### config.mk
export PLATFORM = sky130hd
export DESIGN_NAME = func_arg_sequencer
export DESIGN_NICKNAME = d
export VERILOG_FILES = /design/src/rtl/func_arg_sequencer.sv
export SDC_FILE = /design/constraint.sdc
export NUM_CORES = 1
export LEC_CHECK = 0
export ABC_CLOCK_PERIOD_IN_PS = 2100
export BUFFER_PORTS_ARGS = -buffer_cell sky130_fd_sc_hd__buf_2
export CORE_MARGIN = 10
export CORE_UTILIZATION = 48
export CTS_CLUSTER_DIAMETER = 30
export DETAILED_ROUTE_END_ITERATION = 7
export PLACE_DENSITY = 0.81
export SYNTH_ARGS = -nofsm -noshare
export SYNTH_HDL_FRONTEND = slang
export SYNTH_SLANG_ARGS = --single-unit
### constraint.sdc
create_clock -name clk -period 2.1 [get_ports clk]
set_clock_uncertainty 0.15 [all_clocks]
set_input_delay 0.42 -clock clk [delete_from_list [all_inputs] [get_ports clk]]
set_output_delay 0.42 -clock clk [all_outputs]
set_load 0.01 [all_outputs]
### src/rtl/func_arg_sequencer.sv
// func_arg_sequencer: gathers NARGS streamed arguments, strobes a call,
// samples the evaluator result after WAIT_CYCLES and hands it downstream.
module func_arg_sequencer #(
  parameter int WIDTH       = 1,
  parameter int NARGS       = 3,
  parameter int WAIT_CYCLES = 1,
  parameter int CNT_W       = 8,
  localparam int RES_W      = WIDTH + 2
) (
  input  logic                   clk,
  input  logic                   rst,
  input  logic                   arg_valid,
  input  logic [WIDTH-1:0]       arg_data,
  output logic                   arg_ready,
  output logic                   call_start,
  output logic [NARGS*WIDTH-1:0] call_args,
  input  logic [RES_W-1:0]       call_result,
  output logic                   res_valid,
  output logic [RES_W-1:0]       res_data,
  input  logic                   res_ready,
  output logic [CNT_W-1:0]       call_count
);

  localparam int IW = (NARGS > 1) ? $clog2(NARGS) : 1;
  localparam int WW = (WAIT_CYCLES > 1) ? $clog2(WAIT_CYCLES) : 1;

  typedef enum logic [1:0] {
    COLLECT,
    CALL,
    WAIT,
    OUTPUT
  } state_t;

  state_t        state;
  logic [IW-1:0] idx;
  logic [WW-1:0] wcnt;

  // Handshake strobes decode straight from the state register.
  assign arg_ready  = (state == COLLECT);
  assign call_start = (state == CALL);
  assign res_valid  = (state == OUTPUT);

  // Sequencer FSM together with argument slots, result and call counter.
  always_ff @(posedge clk) begin
    if (rst) begin
      state      <= COLLECT;
      idx        <= '0;
      wcnt       <= '0;
      call_args  <= '0;
      res_data   <= '0;
      call_count <= '0;
    end else begin
      unique case (state)
        COLLECT: begin
          if (arg_valid) begin
            for (int i = 0; i < NARGS; i++) begin
              if (idx == IW'(i)) begin
                call_args[i*WIDTH +: WIDTH] <= arg_data;
              end
            end
            if (idx == IW'(NARGS - 1)) begin
              idx   <= '0;
              state <= CALL;
            end else begin
              idx <= idx + IW'(1);
            end
          end
        end
        CALL: begin
          if (WAIT_CYCLES == 0) begin
            res_data <= call_result;
            state    <= OUTPUT;
          end else begin
            wcnt  <= WW'(WAIT_CYCLES - 1);
            state <= WAIT;
          end
        end
        WAIT: begin
          if (wcnt == '0) begin
            res_data <= call_result;
            state    <= OUTPUT;
          end else begin
            wcnt <= wcnt - WW'(1);
          end
        end
        OUTPUT: begin
          if (res_ready) begin
            call_count <= call_count + CNT_W'(1);
            state      <= COLLECT;
          end
        end
        default: state <= COLLECT;
      endcase
    end
  end

endmodule

After elaboration in Yosys (flattened, before gate mapping)
Cells that the tools add are included.
Storage, ports and cells
  bits in registers: 19
  input port bits: 8
  output and inout bits: 17
  logic and storage cells: 39
Operators by class
  add/subtract/negate cells: 3
  equal/unequal tests: 9
  muxes and demuxes: 8
  bitwise logic cells: 1
  reduce and logical (&&, ||, !) cells: 10
Operators by type and width (number)
  2-to-1 mux 2 bit: 5
  AND reduction 3 bit: 3
  adder 8 x 1 -> 8 bit, second input constant: 1
  case mux 2 bit (4 select lines): 1
  == test 2 bit, second input constant: 3
  AND reduction 2 bit: 3
  == test 2 x 1 -> 1 bit, second input constant: 2
  zero test 2 bit: 2
  inequality test 2 x 1 -> 1 bit, second input constant: 2
  inequality test 2 bit, second input constant: 2
  AND reduction 4 bit: 1
  adder 2 x 1 -> 2 bit, second input constant: 1
  case mux 1 bit (2 select lines): 1
  nonzero test 2 bit: 1
  2-to-1 mux 1 bit: 1
  inverter 1 bit: 1
  subtractor 1 bit, second input constant: 1

Logic depth before layout (Yosys ltp)
Gate-level depths: netlist of the first run.
  word-level depth: 4
  depth in mapped cells: 5
  gate-level depth less buffers: 5

Least setup slack after synthesis of the first run
No wires, ideal clock.
  path kind: register to register
  start point: reg state[0]
  end point: reg call_count[5]
  setup time: 0.070 ns
  arrival: 1.437 ns
  data required time: 1.880 ns
  slack: 0.442 ns
  stages on the path, launching flop included: 5
  buffers on the path: 0
  period minus slack after synthesis: 1.658 ns
  cell sequence: dfxtp_1 -> ha_1 -> nand3_2 -> or4_1 -> a21oi_1
Between the ends
  cells in the longest elaborated chain, start to end: 2
RTL lines
  start: declaration: RTL line 34  | state_t state;
  start signal: assignment: RTL line 46  | state <= COLLECT;
  start signal: assignment: RTL line 63  | state <= CALL;
  start signal: assignment: RTL line 72  | state <= OUTPUT;
  == test 2 bit
  via res_valid: RTL line 18  | output logic res_valid,
  AND reduction 2 bit (no source line)
  end signal: assignment: RTL line 88  | call_count <= call_count + CNT_W'(1);
  end: declaration: RTL line 21  | output logic [CNT_W-1:0] call_count
The timed path passes the listed nets, and every way through them passes these cells.
A chain may end at the register's enable or synchronous reset.

Final worst setup path of the first run
  start point: reg state[0]
  end point: out arg_ready
Between the ends
  cells in the longest elaborated chain, start to end: 1
RTL lines
  zero test 2 bit: RTL line 39  | assign arg_ready = (state == COLLECT);
  end: declaration: RTL line 14  | output logic arg_ready,
No other way between the ends.

==> results of run 1 <==
[synthesized netlist by cell type]
cell	number	area share (%)
ha_1	5	7.7
and4bb_2	1	1.5
o21ai_0	2	1.2
xor2_1	2	2.1
nand3_1	3	1.8
o211a_1	1	1.2
nand3b_1	1	0.92
nor2b_1	1	0.77
nor2_1	11	5.1
mux2_2	1	1.4
or3_1	2	1.5
nand2_1	8	3.7
a21oi_1	8	4.9
and2b_2	1	1.1
dfxtp_1	18	44
mux2i_1	7	8.6
nand4b_1	2	2.1
nand3_2	1	1.2
o31ai_1	2	1.8
nand4_1	2	1.5
inv_1	4	1.8
or4_1	2	1.8
or3_2	1	0.92
clkbuf_1	1	0.46
buf_1	1	0.46
[tightest hold or removal path, delay by kind of cell]
family | cells | cell delay, ns
and+or+nand+nor | 1 | 0.07
muxes | 1 | 0.05
buffers and inverters | 1 | 0.07
[final cells by class]
| class | count | area share [%] |
|---|---|---|
| repair buffers | 24 | 12.2 |
| well taps | 16 | 2.03 |
| inverters | 4 | 1.52 |
| clock buffers | 4 | 3.68 |
| flip-flops and latches | 18 | 36.6 |
| multi-input cells | 64 | 44.0 |
[power breakdown]
group	internal, mW	switching [mW]	total [mW]
Combinational	0.0677	0.0754	0.143
Clock	0.106	0.105	0.211
Sequential	0.364	0.0198	0.384
[metrics by stage]
stage | cells | util [%] | cell area (sq um) | setup WS [ns]
6_report | 130 | 63.2 | 985 | 0.285
3_5_place_dp | 126 | 60.8 | 948 | 0.363
5_1_grt | 130 | 63.2 | 985 | 0.143
2_1_floorplan | 88 | - | 816 | 0.442
4_1_cts | 130 | 63.2 | 985 | 0.277
3_3_place_gp | 126 | 60.8 | 948 | 0.451
[layer usage]
layer  global-route usage [%]  share of wire [%]  vias to the layer above
met5                        0                  0                        -
met4                     5.86               0.67                        0
met3                     4.53                6.6                        2
met2                     17.3                 46                       14
met1                     12.0                 46                      328
li1                         -                  -                      366
[sequential cells by signal (all words and copies together) (netlist names)]
name and count:
state 2, call_args 3, call_count 8, idx 2
res_data 3
[cell families (layout without fill, tap and decap cells)]
| group | count (synthesis) | after routing | synth area share, % |
|---|---|---|---|
| AND/OR/NAND/NOR | 36 | 36 | 24.1 |
| XOR/XNOR | 2 | 2 | 2.15 |
| multiplexers | 8 | 8 | 9.97 |
| buffers and inverters | 6 | 32 | 2.76 |
| AO/OA/AOI/OAI | 13 | 13 | 9.20 |
| adder cells (fa/ha/maj) | 5 | 5 | 7.67 |
| flip-flops | 18 | 18 | 44.2 |
[worst min-delay path by stage]
stage	endpoint	slack, ns	cells after the start
after floorplan	idx[1]	0.32	2
after global placement	call_count[7]	0.31	2
after detailed placement	call_args[1]	0.33	2
after CTS	res_data[0]	0.20	3
after global routing	res_data[2]	0.22	3
final	res_data[0]	0.21	3
==> impl_results.md, run 1 <==
* Outcome: complete, no violations
* Die Ht at 61.2 um
* Std-Cell Rows at 14
* I/O pins at 25
* Worst-path cell with the longest stage delay: dfxtp_1
* Fin. max-slew vios at 0
* HP Start: call_result[0]
* CP Cell Sequence: inv_1, ha_1, buf_2
* Fin Hold WS at 0.207 ns
* Setup TNS at 0 ns
* GRT overflow at 0
* Max Cap Viol at 0
* Number of buffers created by CTS at 3
* Setup crit start kind: register
* Mean Syn Cell Area at 9.27 sq um
* Vias per Instance at 5.46
* Fmax at 551 MHz
* Initial antenna violation count at 0
* Worst slew margin at 78.7%
* CP arrival at 1.25 ns
* CTS Sinks at 18
* Seq cells post-synth at 18
* Detail Route Antenna Nets at 0
* Routed len/inst at 13.7 um
* Core ar. at 1560 sq um
* DRC Markers at 0
* CTS H-tree depth at 1
* First-pass GRT wire length at 3.04 mm
* Ant diodes at 0
* Worst-path maximum fanout at 7
* Final #Nets at 128
* Largest net degree at the start of global routing at 19
* R2R depth at 4
* GPL Wtd Cong at 0.775
* Final hold vios at 0
* Synth-to-Final Area Change at 20.7%
* Post-CTS Setup Repair Bufs at 0
* Mapped Nets at 101
* Cell family with most CP delay: flip-flops
* Drt pass-1 iters at 4
* Hold/Removal Path Class: input pin to register
* Clock Latency Late Sink at 0.29 ns
* Reg-to-reg slack, setup at 0.32 ns
* Most common cell after layout, fill and taps aside: buf_2
* Crit path depth at 3
* Slew @ Worst Pin at 0.319 ns
* # fillers at 135
* Worst-path clk slew at 0.10 ns
* Mapped Cells at 88
* Hpwl dp at 1.34 mm
* Fraction of layout cells with a size suffix above 1 at 28.9%
* Post-CTS Hold Buffers at 0
* CP required at 1.53 ns
* Critical path class: register to primary output
* Part of the Yosys area used for sequential elements at 44.2%
* CTS tree: built
* DIE AREA at 3750 sq um
* Synth warn at 0
* Worst r2r src: state[0]
* Root Driver: clkbuf_4
* Total power at 0.738 mW
* Crit. End Element: primary output
* Multi-input gate area at 433 sq um
* Initial Utilization at 52.3%
* CTS-repair resized insts at 0
* Most frequent cells in the layout: buf_2, dfxtp_1, nor2_1, nand2_1, a21oi_1
* # setup viols final at 0
* WL final at 1.79 mm
* Leak pwr at 0.449 nW
* CP endpoint: arg_ready
* Drt initial violations at 9
* Mapped Area at 816 sq um
* I/O Buffers at 24
* RSZ-0062 raised after global routing: no
* DIE WIDTH at 61.2 um
* Buf+Inv Stages, Crit Path at 2
* Vias at 710
* CP peak stage delay at 0.41 ns
* Maximum vdd drop at 519 uV
* Fin crit period at 1.82 ns
* CTS Buffer Depth at 2
* RR Endpoint: call_count[5]
* Storage cell area at 360 sq um
* Vias in the first global route at 690
* Number of distinct library cells after synthesis at 25
* Final worst-path cycle share at 86.4%
* Total GRT Usage at 10.8%
* PD cells at 750 nW/um^2
* Critical path origin: state[0]
No activity file was read; power rests on OpenSTA's default activity.
==> inputs of run 2 (changes only) <==
- MAX_ROUTING_LAYER: not set -> met4
==> run 2 against run 1 <==
Register-to-register slack is essentially flat. Die area stayed put. Via count stayed put. Clock power about the same. Sequential share of layout area is the same. Utilization is the same. Sequential cell count stayed put. Setup slack hardly changed. Critical path depth unchanged. Largest power group unchanged. Highest routed layer unchanged.
==> impl_results.md, run 2 (synthesis results as in run 1) <==
* Fin crit period at 1.82 ns
* Largest net degree at the start of global routing at 19
* Post-CTS Setup Repair Bufs at 0
* GPL Wtd Cong at 0.786
* Slew @ Worst Pin at 0.319 ns
* Vias in the first global route at 690
* Synth-to-Final Area Change at 20.7%
* CP required at 1.53 ns
* Setup TNS at 0 ns
* GRT overflow at 0
* Final hold vios at 0
* DRC Markers at 0
* RR Endpoint: call_count[5]
* Clock Latency Late Sink at 0.29 ns
* Worst slew margin at 78.7%
* R2R depth at 4
* HP Start: call_result[0]
* Drt initial violations at 9
* Most frequent cells in the layout: buf_2, dfxtp_1, nor2_1, nand2_1, a21oi_1
* Post-CTS Hold Buffers at 0
* Worst-path maximum fanout at 7
* Ant diodes at 0
* Outcome: complete, no violations
* Reg-to-reg slack, setup at 0.32 ns
* CTS-repair resized insts at 0
* Worst r2r src: state[0]
* Max Cap Viol at 0
* Final worst-path cycle share at 86.4%
* Core ar. at 1560 sq um
* Top flop regs: call_count (8), call_args (3), res_data (3)
* Final #Nets at 128
* Power Internal at 0.538 mW
* RSZ-0062 raised after global routing: no
* Number of buffers created by CTS at 3
* Initial Utilization at 52.3%
* Vias at 710
* CP arrival at 1.25 ns
* Most flop-heavy register: call_count
* WL final at 1.79 mm
* Net switching power at 0.200 mW
* Part of the power in registers at 52.1%
* CTS tree: built
* Hold/Removal Path Class: input pin to register
* Clock Power Share at 28.6%
* Post-Route Utilization at 63.2%
* Drt pass-1 iters at 4
* Worst-path clk slew at 0.10 ns
* Fraction of layout cells with a size suffix above 1 at 28.9%
* DIE AREA at 3750 sq um
* Detail Route Antenna Nets at 0
* Routed len/inst at 13.7 um
* Fin. max-slew vios at 0
* Max reg flops at 8
* Hpwl dp at 1.34 mm
* PD cells at 750 nW/um^2
* Root Driver: clkbuf_4
* Crit. End Element: primary output
* I/O pins at 25
* Vias per Instance at 5.46
* Logic pwr share at 19.4%
* Setup crit start kind: register
* Hold depth at 3
* Initial antenna violation count at 0
* Std-Cell Rows at 14
* Leak pwr at 0.449 nW
* Total GRT Usage at 11.2%
* I/O Buffers at 24
* Switching part of the total at 27.1%
* CTS H-tree depth at 1
* DIE WIDTH at 61.2 um
* Total power at 0.738 mW
* Most common cell after layout, fill and taps aside: buf_2
* # setup viols final at 0
* CTS Sinks at 18
* Critical path class: register to primary output
* Die Ht at 61.2 um
* Maximum vdd drop at 519 uV
* CTS Buffer Depth at 2
* Fmax at 551 MHz
* Hold Path End: res_data[0]
* First-pass GRT wire length at 3.04 mm
[run 2: cell counts in the layout (fill, tap and decap cells not counted)]
Identical to the previous run, type by type.
[run 2: layout make-up]
cell class / instances / area [sq um]
Inverter: 4 / 15.0
Fill cell: 135 / 574
Clock buffer: 4 / 36.3
Tap cell: 16 / 20.0
Sequential cell: 18 / 360
Multi-Input combinational cell: 64 / 433
Timing Repair Buffer: 24 / 120
[run 2: per-layer routing]
metal  vias up  track usage [%]  routed length, um
met1       328             12.3                849
met5         -                -                  0
li1        366                -                  -
met2        14             17.3                828
met4         0             5.86                 12
met3         2             3.91                 95
[run 2: stage by stage]
step	cell area [sq um]	cells	setup slack, ns	hold slack (ns)
2_1_floorplan	816	88	0.442	0.316
3_3_place_gp	948	126	0.451	0.313
3_5_place_dp	948	126	0.363	0.332
4_1_cts	985	130	0.277	0.201
5_1_grt	985	130	0.143	0.223
6_report	985	130	0.285	0.207
[run 2: worst max-delay path by stage]
stage / to / start / cells after the start
after floorplan: call_count[5] / state[0] / 4
after global placement: call_count[5] / state[0] / 4
after detailed placement: call_count[7] / state[0] / 4
after CTS: arg_ready / state[0] / 3
after global routing: call_count[5] / state[0] / 4
final: arg_ready / state[0] / 3
[run 2: power by group through the flow]
stage | combinational [mW] | clock [mW] | sequential, mW
floorplan | 0.0984 | 0 | 0.392
global placement | 0.141 | 0 | 0.389
detailed placement | 0.145 | 0 | 0.392
CTS | 0.145 | 0.219 | 0.384
global route | 0.162 | 0.233 | 0.389
finish | 0.143 | 0.211 | 0.384
[run 2: critical path, cell delays in order, from the launching register on]
cell	delay [ns]
dfxtp_1	0.41
inv_1	0.08
ha_1	0.29
buf_2	0.18
==> inputs of run 3 (changes only) <==
- ABC_AREA: not set -> 1
- CORE_UTILIZATION: 48 -> 51
- CTS_BUF_LIST: not set -> sky130_fd_sc_hd__clkbuf_4
- PLACE_DENSITY: 0.81 -> 0.85
- RECOVER_POWER: not set -> 25
==> run 3 against run 2 <==
Routed wire length grew 1.5%. Combinational power grew 77%. Cell area shrank 0.89%. Sequential cell count is the same. Area after synthesis grew 1.1%. Highest routed layer unchanged.
==> impl_results.md, run 3 <==
* Ant diodes at 0
* Mapped Cells at 114
* Top cells by count, synth: nand2_1, dfxtp_1, nor2_1
* Mapped Nets at 127
* Crit. End Element: primary output
* I/O pins at 25
* Final hold vios at 0
* Maximum vdd drop at 558 uV
* Max reg flops at 8
* RSZ-0062 raised after global routing: no
* CTS H-tree depth at 1
* Hpwl dp at 1.46 mm
* Most common cell after layout, fill and taps aside: nand2_1
* Root Driver: clkbuf_4
* Fin cells at 157
* Detail Route Antenna Nets at 0
* Synth Flop Type: dfxtp_1
* Synth warn at 0
* Setup crit start kind: register
* Worst-path clk slew at 0.10 ns
* Most frequent cells in the layout: nand2_1, buf_2, dfxtp_1, nor2_1
* CP required at 1.53 ns
* Fin crit period at 1.76 ns
* Inst Count DP at 153
* Clock Latency Late Sink at 0.28 ns
* Post-CTS Hold Buffers at 0
* CTS Buffer Depth at 2
* Grt met1 use at 11.7%
* Final Instance Area at 976 sq um
* GRT overflow at 0
* Drt pass-1 iters at 4
* GPL Wtd Cong at 0.805
* Placed Area at 960 sq um
* Final worst-path cycle share at 83.6%
* First-pass GRT wire length at 3.08 mm
* Worst-path maximum fanout at 7
* # fillers at 145
* I/O Buffers at 24
* Post-synth EDFFs at 0
* Final #Nets at 155
* DRC Markers at 0
* Total GRT Usage at 11.0%
* Die Ht at 60.2 um
* Initial Utilization at 54.1%
* Initial antenna violation count at 0
* Mapped Area at 825 sq um
* Outcome: complete, no violations
* Synth-to-Final Area Change at 18.4%
* Vias per Instance at 4.94
* Most flop-heavy register: call_count
* Routed len/inst at 11.5 um
* CP peak stage delay at 0.40 ns
* CP arrival at 1.19 ns
* DIE AREA at 3630 sq um
* Setup TNS at 0 ns
* Part of the Yosys area used for sequential elements at 43.7%
* Seq cells post-synth at 18
* Synth top area cells: dfxtp_1, nand2_1, a21oi_1
* Top-count cell post-synth: nand2_1
* CTS-repair resized insts at 0
* WL final at 1.81 mm
* Mean Syn Cell Area at 7.23 sq um
* Max Cap Viol at 0
* Number of distinct library cells after synthesis at 13
* Fraction of layout cells with a size suffix above 1 at 18.4%
* Vias in the first global route at 763
* Std-Cell Rows at 14
* Number of buffers created by CTS at 3
* DIE WIDTH at 60.2 um
* Fin Hold WS at 0.209 ns
* Worst slew margin at 77.9%
* CTS Sinks at 18
* PD cells at 869 nW/um^2
* Core ar. at 1520 sq um
* Vias at 776
* Fin. max-slew vios at 0
* Leak pwr at 0.462 nW
* Grt met2 use at 18.2%
* Hold/Removal Path Class: input pin to register
* Worst-path cell with the longest stage delay: dfxtp_1
* Critical path class: register to primary output
* CTS tree: built
* Fmax at 569 MHz
* Top flop regs: call_count (8), call_args (3), res_data (3)
* Slew @ Worst Pin at 0.331 ns
* Drt initial violations at 20
* Post-CTS Setup Repair Bufs at 0
* Yosys top cell area share at 43.7%
* # setup viols final at 0
* Largest net degree at the start of global routing at 14
* FFs w/ async S/R, synth at 0%
* CP Cell Sequence: ha_1, buf_2
* GRT busiest layer: met2
* Met3 Usage GRT at 3.39%
* Largest area contributor in the netlist: dfxtp_1
## run 3: changes by cell type after synthesis, sizes merged, moves of 5 or more
cell and delta:
a21oi +5, nand3 +5, nor2 +9, inv +9
nand2 +19, mux2i -7
## run 3: per-layer routing
metal	share of wire, %	up-vias
met2	48	19
met5	0	-
met4	0.55	0
met3	6.9	2
li1	-	420
met1	44	335
## run 3: layout make-up
cell class	instances	area, sq um	area share, %
clock buffer	3	22.5	2.31
clock inverter	1	3.75	0.385
inverter	13	48.8	5.00
multi-input combinational	82	405	41.5
sequential	18	360	36.9
tap	16	20.0	2.05
timing repair buffer	24	115	11.8
## run 3: cells by family (layout without fill, tap and decap cells)
| group | count (synthesis) | count (layout) | synth area share (%) |
|---|---|---|---|
| flip-flops | 18 | 18 | 43.7 |
| AND/OR/NAND/NOR | 59 | 59 | 31.3 |
| AO/OA/AOI/OAI | 18 | 18 | 10.9 |
| buffers and inverters | 14 | 41 | 6.52 |
| adder cells (fa/ha/maj) | 5 | 5 | 7.59 |
## run 3: path summary, 6_finish.rpt
kind | slack [ns] | cells past startpoint | to | from
max | 0.34 | 2 | res_valid | state[1]
min | 0.21 | 2 | call_args[2] | rst
max reg2reg | 0.57 | 7 | call_count[5] | state[1]
min reg2reg | 0.32 | 2 | call_args[0] | call_args[0]
## run 3: worst max-delay path, delay by kind of cell, from the launching register on
kind       cells  cell delay, ns
fa+ha+maj      1            0.32
flops          1            0.40
buf+inv        1            0.18
## run 3: report_power, final
| group | internal [mW] | total, mW | switching (mW) |
|---|---|---|---|
| logic | 0.0918 | 0.253 | 0.161 |
| clock network | 0.0689 | 0.169 | 0.100 |
| registers | 0.391 | 0.427 | 0.0353 |
| total | 0.552 | 0.848 | 0.296 |
## run 3: metrics by stage
stage          worst slack (ns)  utilization, %  power [mW]
5_1_grt                   0.255            64.0       0.919
2_1_floorplan             0.700               -       0.603
6_report                  0.344            64.0       0.848
4_1_cts                   0.308            64.7       0.864
3_3_place_gp              0.718            63.0       0.680
3_5_place_dp              0.607            63.0       0.694
